### src/rtl/dmem_arbiter.sv
// dmem_arbiter: shares one data memory between the core load/store path and a
// debug/loader port.
//
// Ports
//   clk_i, rst_i                   clock, synchronous active-high reset
//   core_req_i/we_i/addr_i/wdata_i/funct3_i   core access request
//   core_gnt_o, core_stall_o       same-cycle grant, stall (req & ~gnt)
//   core_rvalid_o, core_rdata_o    registered read return, one-cycle pulse
//   dbg_*_i, dbg_lock_i            debug access request, burst lock request
//   dbg_gnt_o, dbg_rvalid_o, dbg_rdata_o      debug grant and read return
//   mem_addr_o/wdata_o/we_o/funct3_o          to data memory
//   mem_rdata_i                    combinational read data from memory
//
// Arbitration is round-robin on contention. A locking debug port may keep the
// grant for up to MAX_LOCK consecutive cycles before the core is let in.
module dmem_arbiter #(
    parameter int BITNESS  = 32,
    parameter int MAX_LOCK = 4
) (
    input  logic               clk_i,
    input  logic               rst_i,
    input  logic               core_req_i,
    input  logic               core_we_i,
    input  logic [BITNESS-1:0] core_addr_i,
    input  logic [BITNESS-1:0] core_wdata_i,
    input  logic [2:0]         core_funct3_i,
    output logic               core_gnt_o,
    output logic               core_stall_o,
    output logic               core_rvalid_o,
    output logic [BITNESS-1:0] core_rdata_o,
    input  logic               dbg_req_i,
    input  logic               dbg_we_i,
    input  logic [BITNESS-1:0] dbg_addr_i,
    input  logic [BITNESS-1:0] dbg_wdata_i,
    input  logic [2:0]         dbg_funct3_i,
    input  logic               dbg_lock_i,
    output logic               dbg_gnt_o,
    output logic               dbg_rvalid_o,
    output logic [BITNESS-1:0] dbg_rdata_o,
    output logic [BITNESS-1:0] mem_addr_o,
    output logic [BITNESS-1:0] mem_wdata_o,
    output logic               mem_we_o,
    output logic [2:0]         mem_funct3_o,
    input  logic [BITNESS-1:0] mem_rdata_i
);

    localparam int CNT_W = $clog2(MAX_LOCK + 1);
    localparam logic [CNT_W-1:0] LOCK_MAX = CNT_W'(MAX_LOCK);

    logic               last;        // 0 = core won last grant, 1 = dbg
    logic [CNT_W-1:0]   lock_cnt;
    logic               rpend;       // a read was granted in the previous cycle
    logic               rsel;        // owner of that read: 0 = core, 1 = dbg
    logic [BITNESS-1:0] core_rdata_q;
    logic [BITNESS-1:0] dbg_rdata_q;

    logic core_gnt;
    logic dbg_gnt;
    logic lock_active;

    function automatic logic [CNT_W-1:0] sat_inc(input logic [CNT_W-1:0] v);
        return (v == LOCK_MAX) ? v : v + 1'b1;
    endfunction

    // Lock only holds the grant for dbg while it already owns the memory.
    assign lock_active = last & dbg_lock_i & (lock_cnt < LOCK_MAX);

    always_comb begin
        core_gnt = 1'b0;
        dbg_gnt  = 1'b0;
        if (!rst_i) begin
            if (core_req_i && !dbg_req_i) begin
                core_gnt = 1'b1;
            end else if (dbg_req_i && !core_req_i) begin
                dbg_gnt = 1'b1;
            end else if (core_req_i && dbg_req_i) begin
                if (lock_active || !last) begin
                    dbg_gnt = 1'b1;
                end else begin
                    core_gnt = 1'b1;
                end
            end
        end
    end

    assign core_gnt_o   = core_gnt;
    assign dbg_gnt_o    = dbg_gnt;
    assign core_stall_o = core_req_i & ~core_gnt & ~rst_i;

    // Idle cycles park the address/data mux on the core inputs.
    assign mem_addr_o   = dbg_gnt ? dbg_addr_i   : core_addr_i;
    assign mem_wdata_o  = dbg_gnt ? dbg_wdata_i  : core_wdata_i;
    assign mem_funct3_o = dbg_gnt ? dbg_funct3_i : core_funct3_i;
    assign mem_we_o     = (core_gnt & core_we_i) | (dbg_gnt & dbg_we_i);

    // Stage boundary: grant cycle -> read-return cycle.
    always_ff @(posedge clk_i) begin
        if (rst_i) begin
            last         <= 1'b1;
            lock_cnt     <= '0;
            rpend        <= 1'b0;
            rsel         <= 1'b0;
            core_rdata_q <= '0;
            dbg_rdata_q  <= '0;
        end else begin
            if (core_gnt) begin
                last     <= 1'b0;
                lock_cnt <= '0;
            end else if (dbg_gnt) begin
                last     <= 1'b1;
                lock_cnt <= dbg_lock_i ? sat_inc(lock_cnt) : '0;
            end
            rpend <= (core_gnt & ~core_we_i) | (dbg_gnt & ~dbg_we_i);
            rsel  <= dbg_gnt;
            if (core_gnt && !core_we_i) begin
                core_rdata_q <= mem_rdata_i;
            end
            if (dbg_gnt && !dbg_we_i) begin
                dbg_rdata_q <= mem_rdata_i;
            end
        end
    end

    // Reset suppresses a read return already in flight.
    assign core_rvalid_o = rpend & ~rsel & ~rst_i;
    assign dbg_rvalid_o  = rpend &  rsel & ~rst_i;
    assign core_rdata_o  = core_rdata_q;
    assign dbg_rdata_o   = dbg_rdata_q;

endmodule
### config.mk
export PLATFORM = sky130hd
export DESIGN_NAME = dmem_arbiter
export DESIGN_NICKNAME = d
export VERILOG_FILES = /design/src/rtl/dmem_arbiter.sv
export SDC_FILE = /design/constraint.sdc
export NUM_CORES = 1
export LEC_CHECK = 0
export CAP_MARGIN = 20
export CORE_AREA = 2 2 119 121
export CTS_BUF_LIST = sky130_fd_sc_hd__clkbuf_8
export DETAILED_ROUTE_END_ITERATION = 7
export DIE_AREA = 0 0 121 123
export PLACE_DENSITY = 0.72
export SLEW_MARGIN = 0
export SYNTH_ARGS = -nofsm -noshare
export SYNTH_HDL_FRONTEND = slang
export SYNTH_SLANG_ARGS = --single-unit
export TNS_END_PERCENT = 20
### constraint.sdc
create_clock -name clk_i -period 2.3 [get_ports clk_i]
set_clock_uncertainty 0.2 [all_clocks]
set_input_delay 0.46 -clock clk_i [delete_from_list [all_inputs] [get_ports clk_i]]
set_output_delay 0.46 -clock clk_i [all_outputs]
set_load 0.005 [all_outputs]
== Yosys cells after proc, flatten, opt, wreduce, memory -nomap -nowiden ==
Cells that the tools add are included.
W data, S select, Z words.

* Input bits: 173
* Register bits after elaboration: 70
* Output and inout port bits: 137

* Bitwise logic cells: 19
* $add $sub $neg: 1
* Mux-type cells: 17
* Order comparisons: 1
* Equal/unequal tests: 2
* Reductions and logical operators: 14

{| class="wikitable"
|+ Operators with widths
! kind !! count
|-
| $mux W32 || 2
|-
| $and A1 B1 Y1 || 12
|-
| $mux W1 || 12
|-
| $mux W3 || 3
|-
| $logic_and A1 B1 Y1 || 5
|-
| $logic_not A1 Y1 || 5
|-
| $not A1 Y1 || 5
|-
| $add A3 B1 Y3 const B || 1
|-
| $eq A3 B3 Y1 const B || 1
|-
| $lt A3 B3 Y1 const B || 1
|-
| $ne A2 B2 Y1 const B || 1
|-
| $or A1 B1 Y1 || 2
|-
| $reduce_and A2 Y1 || 1
|-
| $reduce_bool A2 Y1 || 1
|-
| $reduce_or A2 Y1 || 1
|-
| $logic_or A1 B1 Y1 || 1
|}

== Logic depth before layout (Yosys ltp) ==
Gate-level depths: netlist of run 1.

* Depth in word-level cells: 11
* Depth in mapped cells: 6

== Worst setup path after synthesis of run 1 ==
No wires, ideal clock.

* Kind: input port to output port
* From: in dbg_lock_i
* To: out mem_wdata_o[12]
* Data arrival time: 1.475 ns
* Path buffers: 2
* Slack: 0.165 ns
* Cell stages on the path: 6
* Data required time: 1.640 ns
* Path through: nand2b_1 > a311o_1 > clkbuf_1 > clkbuf_1 > nand2_1 > nand2_1

* Cells in the longest elaborated chain, start to end: 9

{| class="wikitable"
|+ RTL lines
! element !! RTL line !! text
|-
| start, declared || 36 || <nowiki>input logic dbg_lock_i,</nowiki>
|-
| $and A1 B1 Y1 (2 in a row) || 66 || <nowiki>assign lock_active = last & dbg_lock_i & (lock_cnt < LOCK_MAX);</nowiki>
|-
| $logic_or A1 B1 Y1 || 77 || <nowiki>if (lock_active || !last) begin</nowiki>
|-
| $mux W1 || 77 ||
|-
| $mux W1 || 76 || <nowiki>end else if (core_req_i && dbg_req_i) begin</nowiki>
|-
| $mux W1 || 74 || <nowiki>end else if (dbg_req_i && !core_req_i) begin</nowiki>
|-
| $mux W1 || 72 || <nowiki>if (core_req_i && !dbg_req_i) begin</nowiki>
|-
| $mux W1 || 71 || <nowiki>if (!rst_i) begin</nowiki>
|-
| $mux W32 || 92 || <nowiki>assign mem_wdata_o = dbg_gnt ? dbg_wdata_i : core_wdata_i;</nowiki>
|-
| end, declared || 41 || <nowiki>output logic [BITNESS-1:0] mem_wdata_o,</nowiki>
|}

Every way passes these cells.

== Worst setup path after layout of run 1 ==
* From: in dbg_lock_i
* To: out mem_we_o

* Cells in the longest elaborated chain, start to end: 10
* Elaborated cells between the ends (all ways): 16
* Those cells by class: 10 x mux; 5 x bitwise; 1 x reduce/logical

{| class="wikitable"
|+ RTL lines
! element !! RTL line !! text
|-
| $and A1 B1 Y1 * (2 in a row) || 66 ||
|-
| $logic_or A1 B1 Y1 * || 77 ||
|-
| $mux W1 || 77 ||
|-
| $mux W1 || 76 ||
|-
| $mux W1 || 74 ||
|-
| $mux W1 || 72 ||
|-
| $mux W1 || 71 ||
|-
| $and A1 B1 Y1 || 94 || <nowiki>assign mem_we_o = (core_gnt & core_we_i) | (dbg_gnt & dbg_we_i);</nowiki>
|-
| $or A1 B1 Y1 * || 94 ||
|-
| end, declared || 42 || <nowiki>output logic mem_we_o,</nowiki>
|}

Mark *: on every way between the ends. The rest lies on a longest branch, timed or not.

==> key figures, run 1 <==
Critical path
  – R2R Setup Slk: 0 ns
  – Crit path DAT: 1.99 ns
  – Critical path peak fanout: 5
  – Critical Path End Type: primary output
  – R2R Path Start: lock_cnt[2]$_SDFFE_PP0P_
  – R2R cell count: 8
  – CP Capture Point: mem_we_o
  – Reg-to-reg endpoint: dbg_rdata_o[10]$_SDFFE_PP0P_
  – Critical path class: in2out
  – Startpoint types: input pin
  – Worst path required time: 1.64 ns
  – Worst Setup SP: dbg_lock_i

GRT
  – First-pass GRT wire length: 22520 um
  – Largest net degree at the start of global routing: 62
  – Total track usage: 0.1954
  – Number of global-route vias before repair: 4434
  – Initial antenna violation count: 0
  – Global route overflow: 0

Clock tree
  – H-tree Lvls: 3
  – TritonCTS clock tree: built
  – Worst-skew pair later-pin latency: 0.34 ns
  – Root buf cell: clkbuf_8
  – Deepest clock path buffer count: 2
  – Clock sink count: 70
  – Hold-fix buffers, CTS: 0
  – Cts bufs inserted: 9
  – Reg clk slew, reported paths: 0.08 ns

Placement
  – DPL Wire Length: 11860 um
  – Place WS: -0.9627 ns
  – IO buf count: 309
  – Inst Count DP: 945
  – Routability cong.: 0.9303

Yosys
  – Top-count cell post-synth: nand2_1
  – Count of different cell masters after synthesis: 30
  – Syn Nets: 637
  – Sequential element share of the synthesized area: 0.3707
  – Top cell type's share of synthesized area: 0.3707
  – Ys Warns: 0
  – Leading area contributor after synthesis: dfxtp_1
  – Syn avg cell area: 8.182 um2
  – Top_reg_cell synth: dfxtp_1
  – Yosys reg bits: 70
  – Synth top area cells: dfxtp_1, nand2_1, mux2_4
  – Synth Instances: 462
  – Synth cell count leaders: nand2_1, dfxtp_1, nor2b_1
  – Cell area after synthesis: 0.003780 mm2
  – EDFF count, synth: 0
  – Asr flop ratio synth: 0

Outcome
  – Status: complete, but fails checks
  – Failing checks: negative setup slack

Pwr
  – Leakage power: 0.003594 uW
  – Total power: 3517 uW
  – Power Density: 452.6 mW/mm2
  – Peak VDD IR: 0.2305 mV

Routing
  – Residual DRC: 0
  – DRT Pass-1 Iters: 4
  – Vias post-DR: 4382
  – Detail-routed via count per cell: 4.435
  – Routed WL per cell: 16.20 um
  – Total Wirelength: 16010 um
  – Initial drt markers: 188
  – DRT antenna net count: 0

Floorplan
  – IO Count: 310
  – Core area: 0.01361 mm2
  – Die W: 121 um
  – Die Height: 123 um
  – Die ar.: 0.01488 mm2
  – Initial Util: 0.2777
  – Row count: 43

STA
  – Slew margin rel.: 0.5833
  – Fmax: 377.9 MHz
  – Final hold vios: 0
  – Slew of the pin with the lowest slew margin: 0.6250 ns
  – Final Setup Violations: 72
  – Min Tclk post-route: 2.646 ns
  – Max Slew Vio Count: 0
  – RSZ-0062 raised after global routing: true
  – Crit share post-route: 1.151
  – Fin Hold WS: 0.3606 ns
  – Setup slack after layout: -0.3463 ns

Final layout
  – Post-route core utilization: 0.5709
  – Layout cells sized above 1: 0.2838
  – FILL cells: 1208
  – Non-filler cells in the finished layout: 988
  – Area grow syn2layout: 105.6%
  – Final net count: 977

Worst hold path
  – Worst min-delay path category: reg2reg
  – Hold Path Cell Cnt: 1

Job
  – # Max-Cap Violations: 0
==> worst min path at each step <==
stage	startpoint	to	slack [ns]
final	lock_cnt[1]$_SDFFE_PP0P_	lock_cnt[1]$_SDFFE_PP0P_	0.36
after global routing	lock_cnt[1]$_SDFFE_PP0P_	lock_cnt[1]$_SDFFE_PP0P_	0.38
after CTS	lock_cnt[1]$_SDFFE_PP0P_	lock_cnt[1]$_SDFFE_PP0P_	0.36
after detailed placement	lock_cnt[1]$_SDFFE_PP0P_	lock_cnt[1]$_SDFFE_PP0P_	0.34
after global placement	lock_cnt[1]$_SDFFE_PP0P_	lock_cnt[1]$_SDFFE_PP0P_	0.30
after floorplan	last$_SDFFE_PP1P_	last$_SDFFE_PP1P_	0.25
==> cell usage in the layout (no fill, tap or decap), types with 2 or more instances in the layout <==
cell             instances
nand2_4                  4
clkbuf_2                 5
ha_1                     2
o21ai_0                  2
buf_16                   3
clkinvlp_4               2
nor2b_1                 65
buf_12                  12
buf_6                    7
clkdlybuf4s15_2         22
buf_8                    2
clkbuf_8                10
clkbuf_16                5
nor3b_1                  2
nand2_2                 16
clkdlybuf4s15_1          3
buf_2                   38
buf_4                   25
clkdlybuf4s50_1        234
bufinv_16                2
a31o_2                   2
mux2_4                  32
mux2_2                  31
nand2_1                182
dlygate4sd2_1            2
inv_6                    2
inv_1                    6
dfxtp_1                 69
a21oi_1                  3
==> power by group <==
part | internal, uW | total, uW | switching [uW] | leakage, uW
Sequential | 1270 | 1300 | 29.7 | 0.000573
Combinational | 705 | 1090 | 380 | 0.00291
Clock | 647 | 1130 | 481 | 0.000110
==> sequential cells by signal, summed over array words and instances (netlist names) <==
| name | flops |
|---|---|
| core_rdata_o | 32 |
| dbg_rdata_o | 32 |
| lock_cnt | 3 |
| last | 1 |
| rpend | 1 |
| rsel | 1 |
==> through the flow <==
step           instance area [um2]  TNS, ns
3_5_place_dp                  7177  -102.79
6_report                      7771   -15.95
2_1_floorplan                 3780        0
4_1_cts                       7651   -22.98
3_3_place_gp                  7177   -90.14
5_1_grt                       7769   -23.20
==> critical path, cell delays in order <==
cell	delay, ns
clkdlybuf4s15_2	0.25
nand2b_4	0.09
a311o_2	0.25
clkinv_4	0.11
buf_12	0.14
buf_12	0.12
buf_8	0.12
buf_6	0.10
a32o_2	0.23
buf_6	0.12
==> final cells by class <==
class / count / area, um2 / area share
sequential: 70 / 1403 / 0.1805
clock buffer: 10 / 137.6 / 0.01771
antenna: 1 / 2.502 / 0.0003220
clock inverter: 6 / 92.59 / 0.01191
timing repair buffer: 358 / 3597 / 0.4629
multi-input combinational: 356 / 2282 / 0.2937
inverter: 7 / 31.28 / 0.004025
tap: 180 / 225.2 / 0.02898
==> repair_timing <==
item	4_1_cts	5_1_grt
hold endpoints to repair	0	0
pin swaps	2	13
gates cloned	4	6
gates resized for setup	258	60
setup endpoints to repair	137	71
setup buffers	11	10
==> layer usage <==
metal,global-route usage,wire length (um)
met2,0.3722,8250
met3,0.05443,1407
met5,0,0
met4,0.06468,444
met1,0.2063,5904
==> cell families (layout without fill, tap and decap cells) <==
| kind of cell | after synthesis | after routing | synth area share |
|---|---|---|---|
| fa+ha+maj | 2 | 2 | 0.006619 |
| buf+inv | 36 | 381 | 0.05197 |
| mux | 64 | 64 | 0.2195 |
| compound gates | 10 | 10 | 0.01887 |
| simple gates | 280 | 280 | 0.3323 |
| flops | 70 | 70 | 0.3707 |
| other cells | 0 | 1 | 0 |
(Power assumes the default switching activity.)
==> run 2: changes to the inputs <==
Clock period 2.3 ns to 2.8 ns, I/O delays scaled along.
==> run 2 against run 1 <==
Effect of this change:
- the run now ends clean
- combinational power shrank 23%
- clock-buffer cell count unchanged
- first-iteration DRC count is 30% lower
- register-to-register slack improved by 0.39 ns
- critical path type is now reg2out
- sequential power fell by 18%
- critical endpoint is now mem_addr_o[27]
- highest routed layer is now met5
- sequential share of layout area up 0.46 points
- final cell count fell by 0.71%
- routed wire length shrank 6.4%
- sequential cell count did not move
==> key figures, run 2 (synthesis results as in run 1) <==
Floorplan
  – Initial Util: 0.2777
  – IO Count: 310
  – Die W: 121 um
  – Core area: 0.01361 mm2
  – Die ar.: 0.01488 mm2
  – Die Height: 123 um
  – Row count: 43

Critical path
  – Max stage delay on crit path: 0.37 ns
  – Critical path class: reg2out
  – R2R Path Start: lock_cnt[2]$_SDFFE_PP0P_
  – Crit path DAT: 1.97 ns
  – Startpoint types: flip-flop
  – Crit path cell chain: nand2b_4 > a311o_2 > buf_4 > bufbuf_16 > nand2_1 > nand2_1 > dlygate4sd2_1
  – R2R cell count: 8
  – Critical path peak fanout: 11
  – Worst path required time: 2.04 ns
  – Most used cell, CP: nand2_1
  – Critical Path End Type: primary output
  – R2R Setup Slk: 0.39 ns
  – Reg-to-reg endpoint: dbg_rdata_o[19]$_SDFFE_PP0P_
  – Worst Setup SP: lock_cnt[2]$_SDFFE_PP0P_
  – Crit-path slowest cell: a311o_2

Placement
  – IO buf count: 309
  – DPL Wire Length: 11480 um
  – Dpl cell area: 0.007129 mm2
  – Routability cong.: 0.9241

Clock tree
  – Cts bufs inserted: 9
  – Hold-fix buffers, CTS: 0
  – Worst-skew pair later-pin latency: 0.34 ns
  – H-tree Lvls: 3
  – Clock sink count: 70
  – Deepest clock path buffer count: 2
  – Reg clk slew, reported paths: 0.08 ns
  – TritonCTS clock tree: built
  – Root buf cell: clkbuf_8

Final layout
  – Layout cells sized above 1: 0.2150
  – Area grow syn2layout: 100.5%
  – Commonest non-fill, non-tap cell in the layout: clkdlybuf4s50_1
  – FILL cells: 1232
  – Final instance area: 0.007579 mm2
  – Most frequent cells in the layout: clkdlybuf4s50_1, nand2_1, dfxtp_1, nor2b_1, mux2_2
  – Final net count: 970
  – Post-route core utilization: 0.5568

Pwr
  – Net Sw Frac: 0.2503
  – Internal power: 2132 uW
  – Power share of the clock group: 0.327
  – Combinational Power Share: 0.296
  – Power Density: 375.2 mW/mm2
  – Leakage power: 0.003522 uW
  – Sequential power share: 0.377
  – Net switching power: 711.9 uW
  – Peak VDD IR: 0.1914 mV

Routing
  – Total Wirelength: 14980 um
  – Detail-routed via count per cell: 4.365
  – DRT Pass-1 Iters: 5
  – Initial drt markers: 131
  – Vias post-DR: 4282
  – Routed WL per cell: 15.27 um
  – Residual DRC: 0
  – DRT antenna net count: 0

STA
  – Fmax: 366.1 MHz
  – Slew of the pin with the lowest slew margin: 0.6196 ns
  – Crit share post-route: 0.9755
  – Final hold vios: 0
  – RSZ-0062 raised after global routing: true
  – Slew margin rel.: 0.5869
  – Min Tclk post-route: 2.732 ns
  – Max Slew Vio Count: 0
  – Final Setup Violations: 0

GRT
  – Largest net degree at the start of global routing: 61
  – First-pass GRT wire length: 22090 um
  – Initial antenna violation count: 2
  – Total track usage: 0.1912
  – Number of global-route vias before repair: 4355
  – Global route overflow: 0

Outcome
  – Status: completed

Worst hold path
  – Hold Path Origin: last$_SDFFE_PP1P_
  – Hold endpoint: last$_SDFFE_PP1P_
  – Worst min-delay path category: reg2reg
  – Hold Path Cell Cnt: 2

Job
  – # Max-Cap Violations: 0
==> run 2: changes by cell type in the layout (fill, tap and decap cells not counted), sizes merged, moves of 3 or more <==
cell,before,now
buf,87,71
bufbuf,0,3
clkbuf,20,12
clkdlybuf4s15,25,17
dlygate4sd2,2,24
==> run 2: repair_timing <==
| item | 4_1_cts | 5_1_grt |
|---|---|---|
| gates resized for setup | 198 | 17 |
| pin swaps | 2 | 1 |
| cloned | 6 | 0 |
| endpoints found under the setup margin | 71 | 57 |
| buffers inserted | 14 | 3 |
==> run 2: critical path: cells and delay by family (launching register included) <==
family	cells	cell delay (ns)
DFF	1	0.33
AOI/OAI and AO/OA	1	0.37
buffers and inverters	3	0.69
and+or+nand+nor	3	0.23
==> run 2: final cells by class <==
| type | instances | area, um2 | area share |
|---|---|---|---|
| Inverter | 7 | 31.28 | 0.004127 |
| Tap cell | 180 | 225.2 | 0.02972 |
| Clock inverter | 6 | 92.59 | 0.01222 |
| Multi-Input combinational cell | 356 | 2201 | 0.2904 |
| Timing Repair Buffer | 351 | 3486 | 0.4600 |
| Sequential cell | 70 | 1403 | 0.1851 |
| Antenna cell | 1 | 2.502 | 0.0003302 |
| Clock buffer | 10 | 137.6 | 0.01816 |
==> run 2: worst max-delay path by stage <==
| stage | endpoint |
|---|---|
| after floorplan | mem_wdata_o[12] |
| after global placement | mem_addr_o[20] |
| after detailed placement | mem_addr_o[16] |
| after CTS | mem_wdata_o[26] |
| after global routing | mem_wdata_o[13] |
| final | mem_addr_o[27] |
==> run 2: power groups by stage <==
stage | sequential [uW] | combinational [uW] | clock, uW
2_1_floorplan | 1090 | 247 | 0
3_3_place_gp | 1090 | 829 | 0
3_5_place_dp | 1090 | 839 | 0
4_1_cts | 1070 | 845 | 959
5_1_grt | 1080 | 904 | 1000
6_report | 1070 | 842 | 931
==> run 2: metal layers <==
layer / vias to the layer above / part of all wire / GRT usage
li1: 2130 / - / -
met1: 1932 / 0.38 / 0.2027
met2: 192 / 0.51 / 0.3574
met3: 26 / 0.082 / 0.05212
met4: 2 / 0.028 / 0.07703
met5: - / 0.00087 / 0
==> run 2: stage by stage <==
stage | setup slack (ns) | hold WS [ns] | cells | setup TNS, ns | power (uW)
floorplan | 0.4648 | 0.2540 | 462 | 0 | 1342
global placement | -0.5766 | 0.2758 | 942 | -43.22 | 1920
detailed placement | -0.6487 | 0.2834 | 942 | -51.64 | 1932
CTS | -0.09511 | 0.2903 | 977 | -0.6355 | 2875
global route | -0.01436 | 0.3193 | 981 | -0.04508 | 2984
finish | 0.06847 | 0.2930 | 981 | 0 | 2844
==> run 3: changes to the inputs <==
Settings changed: CAP_MARGIN 20 to 40.
==> results of run 3 <==
Same layout as run 2: the final DEF is identical, and so are final timing and power.
==> variant: new RTL, settings of run 3 <==
Put a register stage on the outputs `dbg_gnt_o` and `dbg_rvalid_o`, cleared by the reset. The values now appear one clock later. The other outputs are not delayed to match.
--- a/src/rtl/dmem_arbiter.sv
+++ b/src/rtl/dmem_arbiter.sv
@@ -85,5 +85,4 @@
 
     assign core_gnt_o   = core_gnt;
-    assign dbg_gnt_o    = dbg_gnt;
     assign core_stall_o = core_req_i & ~core_gnt & ~rst_i;
 
@@ -124,5 +123,13 @@
     // Reset suppresses a read return already in flight.
     assign core_rvalid_o = rpend & ~rsel & ~rst_i;
-    assign dbg_rvalid_o  = rpend &  rsel & ~rst_i;
+    always_ff @(posedge clk_i) begin
+        if (rst_i) begin
+            dbg_gnt_o    <= '0;
+            dbg_rvalid_o <= '0;
+        end else begin
+            dbg_gnt_o    <= dbg_gnt;
+            dbg_rvalid_o <= rpend &  rsel & ~rst_i;
+        end
+    end
     assign core_rdata_o  = core_rdata_q;
     assign dbg_rdata_o   = dbg_rdata_q;
Behaviour: not the same (a bounded check fails within 4 cycles, from zero or initial values and one cycle with rst_i high).
==> variant against run 3 <==
- total power is 5.0% lower
- sequential share of layout area grew 0.31 points
- cell area decreased by 0.26%
- utilization shrank 0.15 points
- synthesized area decreased by 3.0%
- wire length rose by 8.6%
- first-iteration DRC count increased by 110%
- via count up 7.1%
- setup slack got worse by 0.064 ns
- count of clock-buffer cells in the layout decreased by 1
- sequential cell count rose by 1
- clock power shrank 14%
- critical path type is now input pin to output pin
- largest cell class unchanged
==> variant: results (changes against run 3) <==
stage	metric	value	unit	change
clocking	cts-htree-levels	3		unchanged
sta	tightest_slew	0.367	ns	-0.253 ns
synthesis	synth_fa_ha_area_share	0.682	%	+0.020 points
sta	hold_viol_final	0		unchanged
place	gp_congestion	0.863		-6.7%
synthesis	yosys.cell_types.count	28		-6.7%
finish	fillers	1298		+5.4%
finish	final_layout_size_suffix_gt1_share	13.1	%	-8.4 points
clocking	clk_latency	0.34	ns	about the same
synthesis	yosysSeqAreaShare	38.8	%	+1.7 points
finish	diodes	0		-1
clocking	cts-buffers-inserted	9		unchanged
sta	slew_violations	0		unchanged
finish	fin_nets	1004		+3.5%
synthesis	synth_xor_area_share	0	%	unchanged
synthesis	synth_area_leaders	dfxtp_1 39%, nand2_1 24%, mux2_4 12%		
clocking	cts.path.max_buffers	2		unchanged
pwr	switching_power	0.719	mW	+0.99%
global_route	grt_pass1_wl	23700	um	+7.2%
worst_setup_path	crit_path_max_fanout	6		-5
synthesis	synth.area.mux_share	12.8	%	-9.2 points
synthesis	async_reset_ff_share	0	%	unchanged
pwr	leakage	3.42	nW	-2.8%
synthesis	yosysWarnings	0		unchanged
synthesis	ys.flop_type	dfxtp_1		
hold_path	hold_path_class	register to register		
pwr	ir_drop	193	uV	+1.0%
drt	routed_wl	16300	um	+8.6%
synthesis	synth.cells.most_frequent	234 x nand2_1, 71 x dfxtp_1, 35 x a21oi_1		
run_status	status	complete, no violations		
synthesis	syn-num-nets	675		+6.0%
global_route	grt_pass1_vias	4335		-0.46%
drt	drt-pass1-iter-count	4		-1
worst_setup_path	worstPathArrival	2.04	ns	+0.07 ns
place	hpwl	12000	um	+4.4%
place	portBuffers	309		unchanged
clocking	cts.clk_slew.worst_paths	0.07	ns	
drt	drt_iter0_drc	279		+110%
global_route	grt_max_degree	36		-41%
global_route	antenna_found_initial	0		-2
drt	vias_per_cell	4.53		+3.7%
synthesis	synth_compound_area_share	10.9	%	+9.0 points
drt	post-route-drc-count	0		unchanged
global_route	grt_use_total	20.7	%	+1.6 points
clocking	cts_root_buffer	clkbuf_8		
==> variant: cell type report <==
| cell class | count | area [um2] | area share, % |
|---|---|---|---|
| timing repair buffer | 353 | 3590 | 47.5 |
| multi-input combinational | 389 | 2110 | 27.9 |
| sequential | 71 | 1420 | 18.8 |
| tap | 180 | 225 | 2.98 |
| clock buffer | 9 | 124 | 1.64 |
| clock inverter | 6 | 62.6 | 0.828 |
| inverter | 5 | 26.3 | 0.348 |
==> variant: critical path: stages <==
cell           delay, ns
dlygate4sd2_1       0.24
buf_6               0.12
a31o_4              0.26
inv_8               0.11
buf_12              0.11
buf_16              0.09
buf_4               0.15
nand2_1             0.08
nand2_1             0.06
dlygate4sd2_1       0.24
==> variant: what timing repair did <==
item                       4_1_cts  5_1_grt
gates cloned                     6        0
resized for setup              107       10
setup endpoints to repair       70       24
buffers inserted                12        1
pin swaps                        1        1
==> variant: kinds of logic after synthesis <==
logic type	Yosys count
compound gates	75
mux	32
buf+inv	40
simple gates	280
fa+ha+maj	2
flops	71
==> variant: metrics by stage <==
step	instances	power, mW	util [%]	area, um2	setup slack (ns)
after floorplan	500	1.33	-	3670	0.515
after global placement	979	1.92	52.3	7110	-0.397
after detailed placement	979	1.92	52.3	7110	-0.420
after CTS	1012	2.74	55.5	7550	-0.0281
after global routing	1013	2.84	55.5	7560	-0.0335
final	1013	2.70	55.5	7560	0.00491
==> variant: power groups by stage <==
stage | Sequential, mW | Combinational, mW | Clock, mW
5_1_grt | 1.07 | 0.894 | 0.873
6_report | 1.07 | 0.834 | 0.798
3_3_place_gp | 1.09 | 0.824 | 0
2_1_floorplan | 1.09 | 0.230 | 0
4_1_cts | 1.07 | 0.835 | 0.832
3_5_place_dp | 1.09 | 0.826 | 0
==> variant: worst paths after layout <==
| path | from | end | slack (ns) | cells after the start |
|---|---|---|---|---|
| worst max register to register | lock_cnt[2] | core_rdata_o[16] | 0.60 | 5 |
| worst min-delay path | dbg_rdata_o[13] | dbg_rdata_o[13] | 0.27 | 2 |
| worst max-delay path | core_req_i | mem_addr_o[25] | 0.005 | 10 |
| worst min register to register | dbg_rdata_o[13] | dbg_rdata_o[13] | 0.27 | 2 |
==> variant: layer usage <==
metal / track usage (%) / share of wire (%) / vias up
li1: - / - / 2256
met1: 25.2 / 40 / 2088
met2: 35.4 / 50 / 215
met3: 5.95 / 7.6 / 27
met4: 6.76 / 2.5 / 0
met5: 0 / 0 / -
